==> src/rtl/intrp_proc_agent.sv <==
`default_nettype none
// ============================================================================
// intrp_proc_agent : programs the interrupt controller's priority registers,
//                    then services interrupts one at a time.
// Revision 1.0
// ============================================================================
module intrp_proc_agent #(
  parameter int NUM_PHER   = 16,
  parameter int WIDTH      = 16,
  parameter int ADDR_WIDTH = 16,
  parameter int IDW        = 4,
  parameter int SVC_CYCLES = 8,
  parameter int TIMEOUT    = 15
) (
  input  logic                      clk,
  input  logic                      rst,
  input  logic                      init_start_i,
  input  logic [NUM_PHER*WIDTH-1:0] prio_init_i,
  output logic                      sel_o,
  output logic                      enable_o,
  output logic                      write_o,
  output logic [ADDR_WIDTH-1:0]     addr_o,
  output logic [WIDTH-1:0]          wdata_o,
  input  logic                      ready_i,
  input  logic                      error_i,
  output logic                      init_done_o,
  output logic                      bus_err_o,
  input  logic                      intrp_valid_i,
  input  logic [NUM_PHER-1:0]       pher_with_intrp_i,
  output logic                      intrp_serviced_o,
  output logic [NUM_PHER-1:0]       int_clear_o,
  output logic                      svc_busy_o,
  output logic [IDW-1:0]            svc_id_o,
  output logic [15:0]               svc_count_o
);

  localparam int CNT_W = 16;

  typedef enum logic [2:0] {
    S_INIT_IDLE = 3'd0,
    S_SETUP     = 3'd1,
    S_ACCESS    = 3'd2,
    S_RUN_IDLE  = 3'd3,
    S_CAPTURE   = 3'd4,
    S_SERVICE   = 3'd5,
    S_ACK       = 3'd6,
    S_COOLDOWN  = 3'd7
  } state_t;

  state_t           state_q, state_d;
  logic [IDW-1:0]   idx_q, idx_d;
  logic [CNT_W-1:0] cnt_q, cnt_d;
  logic             bus_err_q, bus_err_d;
  logic [IDW-1:0]   svc_id_q, svc_id_d;
  logic [15:0]      svc_count_q, svc_count_d;

  always_ff @(posedge clk) begin
    if (rst) begin
      state_q     <= S_INIT_IDLE;
      idx_q       <= '0;
      cnt_q       <= '0;
      bus_err_q   <= 1'b0;
      svc_id_q    <= '0;
      svc_count_q <= '0;
    end else begin
      state_q     <= state_d;
      idx_q       <= idx_d;
      cnt_q       <= cnt_d;
      bus_err_q   <= bus_err_d;
      svc_id_q    <= svc_id_d;
      svc_count_q <= svc_count_d;
    end
  end

  // cnt_q is shared: access timeout, service length and cooldown never overlap
  always_comb begin
    state_d     = state_q;
    idx_d       = idx_q;
    cnt_d       = cnt_q;
    bus_err_d   = bus_err_q;
    svc_id_d    = svc_id_q;
    svc_count_d = svc_count_q;
    case (state_q)
      S_INIT_IDLE: begin
        if (init_start_i) begin
          state_d = S_SETUP;
          idx_d   = '0;
        end
      end
      S_SETUP: begin
        state_d = S_ACCESS;
        cnt_d   = '0;
      end
      S_ACCESS: begin
        if (ready_i || (cnt_q == CNT_W'(TIMEOUT - 1))) begin
          if (ready_i) begin
            bus_err_d = bus_err_q | error_i;
          end else begin
            bus_err_d = 1'b1;
          end
          if (idx_q == IDW'(NUM_PHER - 1)) begin
            state_d = S_RUN_IDLE;
          end else begin
            state_d = S_SETUP;
            idx_d   = idx_q + 1'b1;
          end
        end else begin
          cnt_d = cnt_q + 1'b1;
        end
      end
      S_RUN_IDLE: begin
        if (intrp_valid_i) begin
          state_d = S_CAPTURE;
        end
      end
      S_CAPTURE: begin
        // Out-of-range index is flagged but the low bits are still serviced
        svc_id_d = pher_with_intrp_i[IDW-1:0];
        if (|pher_with_intrp_i[NUM_PHER-1:IDW]) begin
          bus_err_d = 1'b1;
        end
        cnt_d   = '0;
        state_d = S_SERVICE;
      end
      S_SERVICE: begin
        if (cnt_q == CNT_W'(SVC_CYCLES - 1)) begin
          state_d = S_ACK;
        end else begin
          cnt_d = cnt_q + 1'b1;
        end
      end
      S_ACK: begin
        if (svc_count_q != 16'hFFFF) begin
          svc_count_d = svc_count_q + 1'b1;
        end
        cnt_d   = '0;
        state_d = S_COOLDOWN;
      end
      S_COOLDOWN: begin
        if (cnt_q == CNT_W'(1)) begin
          state_d = S_RUN_IDLE;
        end else begin
          cnt_d = cnt_q + 1'b1;
        end
      end
      default: begin
        state_d = S_INIT_IDLE;
      end
    endcase
  end

  always_comb begin
    sel_o    = 1'b0;
    enable_o = 1'b0;
    write_o  = 1'b0;
    addr_o   = '0;
    wdata_o  = '0;
    if ((state_q == S_SETUP) || (state_q == S_ACCESS)) begin
      sel_o    = 1'b1;
      enable_o = (state_q == S_ACCESS);
      write_o  = 1'b1;
      addr_o   = ADDR_WIDTH'(idx_q);
      wdata_o  = prio_init_i[int'(idx_q)*WIDTH +: WIDTH];
    end
  end

  assign init_done_o      = (state_q == S_RUN_IDLE) || (state_q == S_CAPTURE) ||
                            (state_q == S_SERVICE)  || (state_q == S_ACK)     ||
                            (state_q == S_COOLDOWN);
  assign bus_err_o        = bus_err_q;
  assign intrp_serviced_o = (state_q == S_ACK);
  assign svc_busy_o       = (state_q == S_SERVICE);
  assign int_clear_o      = (state_q == S_SERVICE) ? (NUM_PHER'(1) << svc_id_q) : '0;
  assign svc_id_o         = svc_id_q;
  assign svc_count_o      = svc_count_q;

endmodule
`default_nettype wire

==> config.mk <==
export PLATFORM = sky130hd
export DESIGN_NAME = intrp_proc_agent
export DESIGN_NICKNAME = d
export VERILOG_FILES = /design/src/rtl/intrp_proc_agent.sv
export SDC_FILE = /design/constraint.sdc
export NUM_CORES = 1
export LEC_CHECK = 0
export CORE_AREA = 2 2 136 138
export CTS_CLUSTER_SIZE = 28
export DETAILED_ROUTE_END_ITERATION = 6
export DIE_AREA = 0 0 138 140
export PLACE_DENSITY = 0.68
export SLEW_MARGIN = 20
export SYNTH_ARGS = -nofsm -noshare
export SYNTH_HDL_FRONTEND = slang
export SYNTH_SLANG_ARGS = --single-unit
==> constraint.sdc <==
create_clock -name clk -period 2.2 [get_ports clk]
set_clock_uncertainty 0.15 [all_clocks]
set_input_delay 0.22 -clock clk [delete_from_list [all_inputs] [get_ports clk]]
set_output_delay 0.22 -clock clk [all_outputs]
set_load 0.005 [all_outputs]
Word level (Yosys, flattened, before mapping):

Index checks and enable logic that the tools add are counted.

* equality and inequality tests: 22
* add/sub/neg operators: 3
* reduce and logical (&&, ||, !) cells: 17
* shift-type cells: 2
* mux-type cells: 24
* bitwise logic cells: 1

Operator list (count)
* variable part select 256 x 9 -> 16 bit: 1
* two-way mux 16 bit: 5
* case mux 16 bit (4 select lines): 1
* adder 16 x 1 -> 16 bit, second input constant: 2
* case mux 3 bit (8 select lines): 1
* != test 2 bit, second input constant: 9
* == test 16 x 1 -> 1 bit, second input constant: 1
* == test 16 x 3 -> 1 bit, second input constant: 1
* == test 16 x 4 -> 1 bit, second input constant: 1
* two-way mux 4 bit: 4
* != test 16 bit, second input constant: 1
* left shift 1 x 4 -> 16 bit, first input constant: 1
* two-way mux 3 bit: 5
* == test 3 bit, second input constant: 4
* OR reduction 12 bit: 1
* case mux 4 bit (2 select lines): 1
* AND reduction 4 bit: 2
* == test 3 x 2 -> 1 bit, second input constant: 2
* logical OR 1 bit: 6
* two-way mux 1 bit: 5
* AND reduction 5 bit: 1
* adder 4 x 1 -> 4 bit, second input constant: 1
* == test 4 bit, second input constant: 1
* nonzero test 2 bit: 2
* other kinds (10): 10

* bits of input ports: 278
* logic and storage cells: 75
* bits in registers: 44

Longest topological paths before layout:

Gate-level depths: netlist of run 1.

* word-level depth: 5
* mapped depth: 8
* depth with buffers taken out: 7

Worst setup path after synthesis of run 1:

Ideal clock, no wire load.

* path type: register -> output
* from: reg idx_q[1]
* to: out wdata_o[0]
* required time: 1.830 ns
* data arrival time: 1.987 ns
* path slack: -0.157 ns
* cell stages (with the launch flop): 6
* path through: dfxtp_1 clkbuf_1 buf_1 mux4_2 mux4_2 and2_1

* cells in the longest elaborated chain, start to end: 2

Ends and longest elaborated chain
* start, declared: RTL line 51 `logic [IDW-1:0] idx_q, idx_d;`
* start signal, assigned: RTL line 67 `idx_q <= idx_d;`
* variable part select 256 x 9 -> 16 bit: RTL line 163 `wdata_o = prio_init_i[int'(idx_q)*WIDTH +: WIDTH];`
* two-way mux 16 bit: RTL line 158 `if ((state_q == S_SETUP) || (state_q == S_ACCESS)) begin`
* end, declared: RTL line 23 `output logic [WIDTH-1:0] wdata_o,`

No other way between the ends.

Worst setup path in the final report of run 1:

* from: reg idx_q[0]
* to: out wdata_o[3]

The elaborated chain is that of the path after synthesis.

==> results of run 1 <==
[metal layers]
metal / part of all wire / global-route usage
met1: 0.42 / 0.309
met2: 0.47 / 0.383
met3: 0.088 / 0.0749
met4: 0.017 / 0.0451
met5: 0.00055 / 0
[cell families (layout without fill, tap and decap cells)]
family | Yosys count | after routing
multiplexers | 88 | 88
XOR/XNOR | 14 | 14
AO/OA/AOI/OAI | 64 | 64
AND/OR/NAND/NOR | 171 | 171
adder cells (fa/ha/maj) | 5 | 5
other | 1 | 15
flip-flops | 44 | 44
buffers and inverters | 63 | 458
[worst paths after layout]
| path | end | slack [ps] | depth (start not counted) |
|---|---|---|---|
| worst max-delay path | wdata_o[3] | -520 | 7 |
| worst min-delay path | cnt_q[15]$_SDFFE_PP0P_ | 330 | 1 |
| worst min register to register | cnt_q[15]$_SDFFE_PP0P_ | 330 | 1 |
| worst max register to register | idx_q[2]$_SDFFE_PP0P_ | 60 | 8 |
[sequential cells by signal, summed over array words and instances (netlist names)]
name / cells
bus_err_o: 1
cnt_q: 16
idx_q: 4
state_q: 3
svc_count_o: 16
svc_id_o: 4
[through the flow]
stage	std cells	hold WS [ps]
detailed placement	1041	324
global route	1088	366
finish	1088	331
floorplan	461	217
CTS	1085	333
global placement	1041	319
[report_power, final]
part           internal [mW]  switching [mW]
Combinational           1.05           0.528
Sequential             0.812          0.0227
Clock                  0.540           0.324
[cell usage in the layout, fill, tap and decap left out, types with 6 or more instances in the layout]
| master | n |
|---|---|
| sky130_fd_sc_hd__nand2_1 | 17 |
| sky130_fd_sc_hd__and2_1 | 9 |
| sky130_fd_sc_hd__dlygate4sd2_1 | 9 |
| sky130_fd_sc_hd__buf_6 | 34 |
| sky130_fd_sc_hd__mux4_2 | 79 |
| sky130_fd_sc_hd__nor4_1 | 7 |
| sky130_fd_sc_hd__a31oi_1 | 7 |
| sky130_fd_sc_hd__o211ai_1 | 6 |
| sky130_fd_sc_hd__nor2_1 | 40 |
| sky130_fd_sc_hd__inv_1 | 6 |
| sky130_fd_sc_hd__and3_1 | 9 |
| sky130_fd_sc_hd__o21ai_0 | 6 |
| sky130_fd_sc_hd__xor2_1 | 14 |
| sky130_fd_sc_hd__buf_4 | 62 |
| sky130_fd_sc_hd__clkdlybuf4s50_1 | 310 |
| sky130_fd_sc_hd__and2_4 | 15 |
| sky130_fd_sc_hd__dfxtp_1 | 38 |
| sky130_fd_sc_hd__mux2i_1 | 7 |
| sky130_fd_sc_hd__nand3_1 | 15 |
| sky130_fd_sc_hd__conb_1 | 12 |
| sky130_fd_sc_hd__a21oi_1 | 7 |
| sky130_fd_sc_hd__nor3_1 | 12 |
| sky130_fd_sc_hd__nand4_1 | 12 |
| sky130_fd_sc_hd__buf_12 | 13 |
[synth_stat cells (4+ instances only)]
library cell and n:
sky130_fd_sc_hd__nand3_1 16, sky130_fd_sc_hd__a31oi_1 7, sky130_fd_sc_hd__and2_1 24, sky130_fd_sc_hd__o21ai_0 6
sky130_fd_sc_hd__mux4_2 77, sky130_fd_sc_hd__and4_1 5, sky130_fd_sc_hd__nor4_1 7, sky130_fd_sc_hd__and3_1 9
sky130_fd_sc_hd__ha_1 5, sky130_fd_sc_hd__a21oi_1 8, sky130_fd_sc_hd__o21ai_1 5, sky130_fd_sc_hd__clkbuf_1 20
sky130_fd_sc_hd__dfxtp_1 44, sky130_fd_sc_hd__nor2_1 41, sky130_fd_sc_hd__nand4_1 12, sky130_fd_sc_hd__nor3_1 14
sky130_fd_sc_hd__nand3b_1 5, sky130_fd_sc_hd__o41ai_1 4, sky130_fd_sc_hd__a32o_1 5, sky130_fd_sc_hd__nor3b_1 5
sky130_fd_sc_hd__buf_2 12, sky130_fd_sc_hd__nand2b_1 4, sky130_fd_sc_hd__o211ai_1 6, sky130_fd_sc_hd__xor2_1 14
sky130_fd_sc_hd__nand2_1 18, sky130_fd_sc_hd__inv_1 6, sky130_fd_sc_hd__mux2i_1 7, sky130_fd_sc_hd__inv_2 5
sky130_fd_sc_hd__buf_4 13, sky130_fd_sc_hd__o21a_1 4
[cell type report]
class,instances,area (µm²),area share
clock buffers,5,125,0.0131
inverters,11,41.3,0.00434
clock inverters,3,46.3,0.00486
multi-input cells,354,3640,0.383
flip-flops and latches,44,898,0.0944
diodes,3,7.51,0.000789
repair buffers,439,4470,0.470
well taps,229,287,0.0301
[what timing repair did]
item / CTS / global route
cloned: 3 / 0
hold buffers: 0 / 0
pin swaps: 17 / 12
buffers inserted: 33 / 4
gates resized for setup: 146 / 21
endpoints found under the setup margin: 40 / 30
[critical path, stage by stage (launching register included)]
cell	delay [ps]
sky130_fd_sc_hd__dfxtp_4	370
sky130_fd_sc_hd__buf_12	130
sky130_fd_sc_hd__buf_16	120
sky130_fd_sc_hd__buf_4	120
sky130_fd_sc_hd__mux4_2	500
sky130_fd_sc_hd__mux4_2	530
sky130_fd_sc_hd__and2_4	170
sky130_fd_sc_hd__buf_6	110
==> summary.log, run 1 <==
[finish] share of post-route cells with drive strength above 1 0.287
[cts] CTS sink cnt 44
[routing] DR DRC count 0
[sta] transition time at the pin with the least slew margin 581 ps
[finish] post-route core utilization 0.535
[synthesis] EDFF count, synth 0
[synthesis] area fraction of the dominant cell type after synthesis 0.369
[synthesis] share of the synthesized netlist area taken by xor and xnor gates 0.0261
[floorplan] Die Footprint 19300 µm²
[synthesis] fraction of the yosys area taken by sequential cells 0.188
[synthesis] warning count from the yosys run 0
[synthesis] gate count of the mapped netlist 450
[sta] fmax 0.368 GHz
[sta] fin crit period 2720 ps
[synthesis] adder-cell area share of the yosys netlist 0.0133
[critical_path] Worst Setup Path Type flip-flop to primary output
[critical_path] highest net fanout along the worst path 5
[cts] buffer levels on the longest clock path 2
[routing] DR vias/cell 5.20
[routing] first drt pass iteration count 7
[placed_design] RD Place Congestion 0.962
[pwr] leakage power summed over all cells 3.53 nW
[global_routing] GRT overflow 0
[cts] clock transition at the register clock pins on the worst setup and hold paths after CTS 60 ps
[sta] number of max-slew violations in the final report 0
[finish] fillcell total 1583
[synthesis] post-synth top area cell sky130_fd_sc_hd__mux4_2
[synthesis] area share of and/or/nand/nor cells after synthesis 0.198
[sta] total negative slack -7430 ps
[routing] remaining number of nets flagged by the antenna check after routing 0
[synthesis] netlist area before placement 4700 µm²
[floorplan] Top Ports 353
[critical_path] startpoint of the worst-slack reg-to-reg timing path idx_q[0]$_SDFFE_PP0P_
[floorplan] Vert. Die Dim 140 µm
[cts] count of H-tree levels built during CTS 2
[pwr] Pwr per Cell Area 345 nW/µm²
[pwr] maximum vdd ir drop 364 µV
[global_routing] maximum number of pins on one net before global-route repair 45
[sta] number of setup violations in the final report 16
[global_routing] number of global-route vias before repair 5723
[critical_path] worst setup path startpoint idx_q[0]$_SDFFE_PP0P_
[floorplan] placement row count 49
[cts] Clk Latency, worst-skew pair 290 ps
[global_routing] wire length of the first global-routing pass 35.0 mm
[hold_path] hold_sp cnt_q[15]$_SDFFE_PP0P_
[critical_path] WP data required 1830 ps
[synthesis] multiplexer share of the synthesized area 0.403
[routing] routed wirelength normalized by instance count 21.9 µm
[synthesis] most frequently used flop master after synthesis sky130_fd_sc_hd__dfxtp_1
[placed_design] IO buf count 340
[routing] total number of vias 5655
[synthesis] number of storage elements in the synthesis netlist 44
[routing] Detailed Route Iter0 Violations 294
[critical_path] kind of end point of the critical path primary output
[finish] Final #Nets 1138
[critical_path] Critical Path AT 2350 ps
[cts] TritonCTS clock tree built
[sta] headroom to the max-slew limit 0.612
[hold_path] Tightest Hold Check Type flip-flop to flip-flop
[floorplan] Chip Width 138 µm
[global_routing] antenna violations before repair 5
[flow_run] # Max-Cap Violations 0
[placed_design] estimated wirelength of the detail-placed design 19.3 mm
[synthesis] main combinational cell family by area after synthesis multiplexers
[synthesis] count of unique library cells instantiated by Yosys 55
[floorplan] area of the placeable core 17800 µm²
[cts] TritonCTS Buffers 5
[pwr] post-layout total power 3.28 mW
[sta] fin crit share 1.24
[global_routing] GRT Total Usage 0.235
[placed_design] post-place instance area 8720 µm²
[floorplan] effective utilization at floorplan 0.264
[critical_path] startpoint types flip-flop
[outcome] violated checks setup timing
[synthesis] dominant cells by area after synthesis sky130_fd_sc_hd__mux4_2 37%, sky130_fd_sc_hd__dfxtp_1 19%, sky130_fd_sc_hd__nor2_1 3.3%, sky130_fd_sc_hd__and2_1 3.2%, sky130_fd_sc_hd__xor2_1 2.6%
[synthesis] compound-cell area share of the yosys netlist 0.0981
[placed_design] Post-Place Setup Slack -609 ps
[synthesis] share of async-settable or async-resettable flops after synthesis 0
[sta] setup repair after global routing missed its margin true
[finish] final standard cell area without fillers 9520 µm²
[sta] final hold vios 0
[finish] relative area change from synthesis to final layout 103%
[sta] setup ws final -517 ps
[outcome] result of the run finished, violations left
[synthesis] mean instance size in the synthesized netlist 10.4 µm²
[routing] total detailed-routing wirelength 23.8 mm
[cts] CTS Root Buffer Type sky130_fd_sc_hd__clkbuf_16
(Power assumes the default switching activity.)
==> inputs of run 2 (changes only) <==
DONT_BUFFER_PORTS = 1   (was not set)
PLACE_DENSITY = 0.41   (was 0.68)
==> run 2 against run 1 <==
- the flow still finishes with violations (setup timing)
- sequential cell count is the same
- non-clock buffer count shrank 375
- cell count shrank 34%
- combinational power shrank 52%
- fmax grew 6.8%
- critical endpoint is now wdata_o[4]
- critical path depth shrank 2
- clock power shrank 1%
- largest power group is now the clock network
- total power shrank 25%
- sequential power is essentially flat
- hold slack lost 300 ps
==> summary.log, run 2 (same netlist as run 1, synthesis figures left out) <==
[sta] fin crit share 1.16
[critical_path] Critical Path AT 2170 ps
[floorplan] placement row count 49
[cts] CTS sink cnt 44
[placed_design] IO buf count 0
[cts] count of H-tree levels built during CTS 2
[finish] commonest non-fill, non-tap cell in the layout sky130_fd_sc_hd__mux4_2
[critical_path] kind of end point of the critical path primary output
[finish] Final #Nets 763
[critical_path] Max stage delay on crit path 550 ps
[critical_path] Worst Setup Path Type flip-flop to primary output
[critical_path] WP data required 1830 ps
[routing] total detailed-routing wirelength 20.9 mm
[cts] TritonCTS Buffers 5
[critical_path] startpoint types flip-flop
[pwr] Pwr per Cell Area 434 nW/µm²
[placed_design] RD Place Congestion 1.19
[critical_path] standard cell with the maximum stage delay on the critical path sky130_fd_sc_hd__mux4_2
[cts] CTS Root Buffer Type sky130_fd_sc_hd__clkbuf_16
[sta] number of max-slew violations in the final report 0
[floorplan] Die Footprint 19300 µm²
[critical_path] Top Family by Delay on Critical Path multiplexers
[global_routing] maximum number of pins on one net before global-route repair 48
[floorplan] area of the placeable core 17800 µm²
[sta] transition time at the pin with the least slew margin 632 ps
[hold_path] Tightest Hold Check Type input port to flip-flop
[global_routing] GRT overflow 0
[pwr] leakage power summed over all cells 1.82 nW
[cts] Clk Latency, worst-skew pair 290 ps
[floorplan] Chip Width 138 µm
[global_routing] number of global-route vias before repair 4076
[routing] remaining number of nets flagged by the antenna check after routing 0
[finish] relative area change from synthesis to final layout 20.2%
[outcome] result of the run finished, violations left
[floorplan] Vert. Die Dim 140 µm
[sta] fmax 0.393 GHz
[finish] share of post-route cells with drive strength above 1 0.366
[outcome] violated checks setup timing
[critical_path] critical-path cell list buf_12 > buf_12 > mux4_2 > mux4_2 > and2_4
[critical_path] highest net fanout along the worst path 7
[routing] DR vias/cell 5.97
[routing] total number of vias 4317
[sta] headroom to the max-slew limit 0.578
[sta] number of setup violations in the final report 16
[routing] DR DRC count 0
[flow_run] # Max-Cap Violations 0
[cts] clock transition at the register clock pins on the worst setup and hold paths after CTS 70 ps
[pwr] maximum vdd ir drop 350 µV
[sta] final-layout worst hold slack 26.6 ps
[floorplan] Top Ports 353
[sta] fin crit period 2540 ps
[global_routing] antenna violations before repair 22
[placed_design] estimated wirelength of the detail-placed design 17.2 mm
[pwr] post-layout total power 2.45 mW
[routing] first drt pass iteration count 5
[sta] setup ws final -344 ps
[critical_path] Buffers & Inverters on Critical Path 2
[sta] setup repair after global routing missed its margin true
[routing] Detailed Route Iter0 Violations 265
[floorplan] effective utilization at floorplan 0.264
[finish] final standard cell area without fillers 5640 µm²
[cts] TritonCTS clock tree built
[routing] routed wirelength normalized by instance count 28.9 µm
[finish] most used cells in the layout excluding fill and tap cells 78 x sky130_fd_sc_hd__mux4_2, 47 x sky130_fd_sc_hd__buf_4, 42 x sky130_fd_sc_hd__dfxtp_1
[global_routing] GRT Total Usage 0.203
[cts] buffer levels on the longest clock path 2
[placed_design] post-place instance area 5150 µm²
[sta] final hold vios 0
[global_routing] wire length of the first global-routing pass 29.6 mm
run 2: worst register-to-register path, stage by stage (launching register included):
cell and delay [ps]:
sky130_fd_sc_hd__dfxtp_4 360, sky130_fd_sc_hd__buf_6 130, sky130_fd_sc_hd__buf_6 120, sky130_fd_sc_hd__ha_4 150, sky130_fd_sc_hd__and4_4 170, sky130_fd_sc_hd__nor4_4 320, sky130_fd_sc_hd__o31ai_2 120, sky130_fd_sc_hd__or2_1 250
sky130_fd_sc_hd__o41ai_1 310
run 2: layout make-up:
cell class,count,area [µm²]
sequential,44,886
inverter,11,41.3
multi-input combinational,354,3590
antenna,13,32.5
clock inverter,1,8.76
tap,229,287
clock buffer,7,164
timing repair buffer,64,636
fill,1838,12100
run 2: layer usage:
metal  share of wire  vias up  global-route usage
met1            0.37     2164               0.241
li1                -     1852                   -
met5          0.0062        -                   0
met3            0.14       39               0.123
met2            0.47      244               0.325
met4           0.010       18              0.0274
run 2: report_power, final:
part | switching, mW | internal [mW]
Sequential | 0.0213 | 0.812
Combinational | 0.354 | 0.410
Clock | 0.331 | 0.524
Total | 0.706 | 1.75
run 2: metrics by stage:
stage	setup WS [ps]	util	TNS, ps	instances
detailed placement	-85.4	0.290	-569	687
finish	-344	0.317	-4910	723
global route	-380	0.316	-5800	714
CTS	-335	0.312	-5090	707
global placement	-81.5	0.290	-292	687
floorplan	8.99	-	0	461
run 2: worst paths after layout:
| kind | startpoint | end | slack, ps | cells past startpoint |
|---|---|---|---|---|
| worst min-delay path | intrp_valid_i | state_q[2]$_SDFFE_PP0P_ | 30 | 2 |
| worst max register to register | idx_q[0]$_SDFFE_PP0P_ | idx_q[2]$_SDFFE_PP0P_ | 30 | 8 |
| worst min register to register | cnt_q[15]$_SDFFE_PP0P_ | cnt_q[15]$_SDFFE_PP0P_ | 320 | 1 |
| worst max-delay path | idx_q[0]$_SDFFE_PP0P_ | wdata_o[4] | -340 | 5 |
run 2: what timing repair did:
action / in CTS / in global routing
gates cloned: 2 / 0
gates resized for setup: 20 / 11
setup buffers: 5 / 3
hold buffers: 5 / 0
hold endpoints to repair: 37 / 0
pin swaps: 1 / 4
endpoints found under the setup margin: 16 / 29
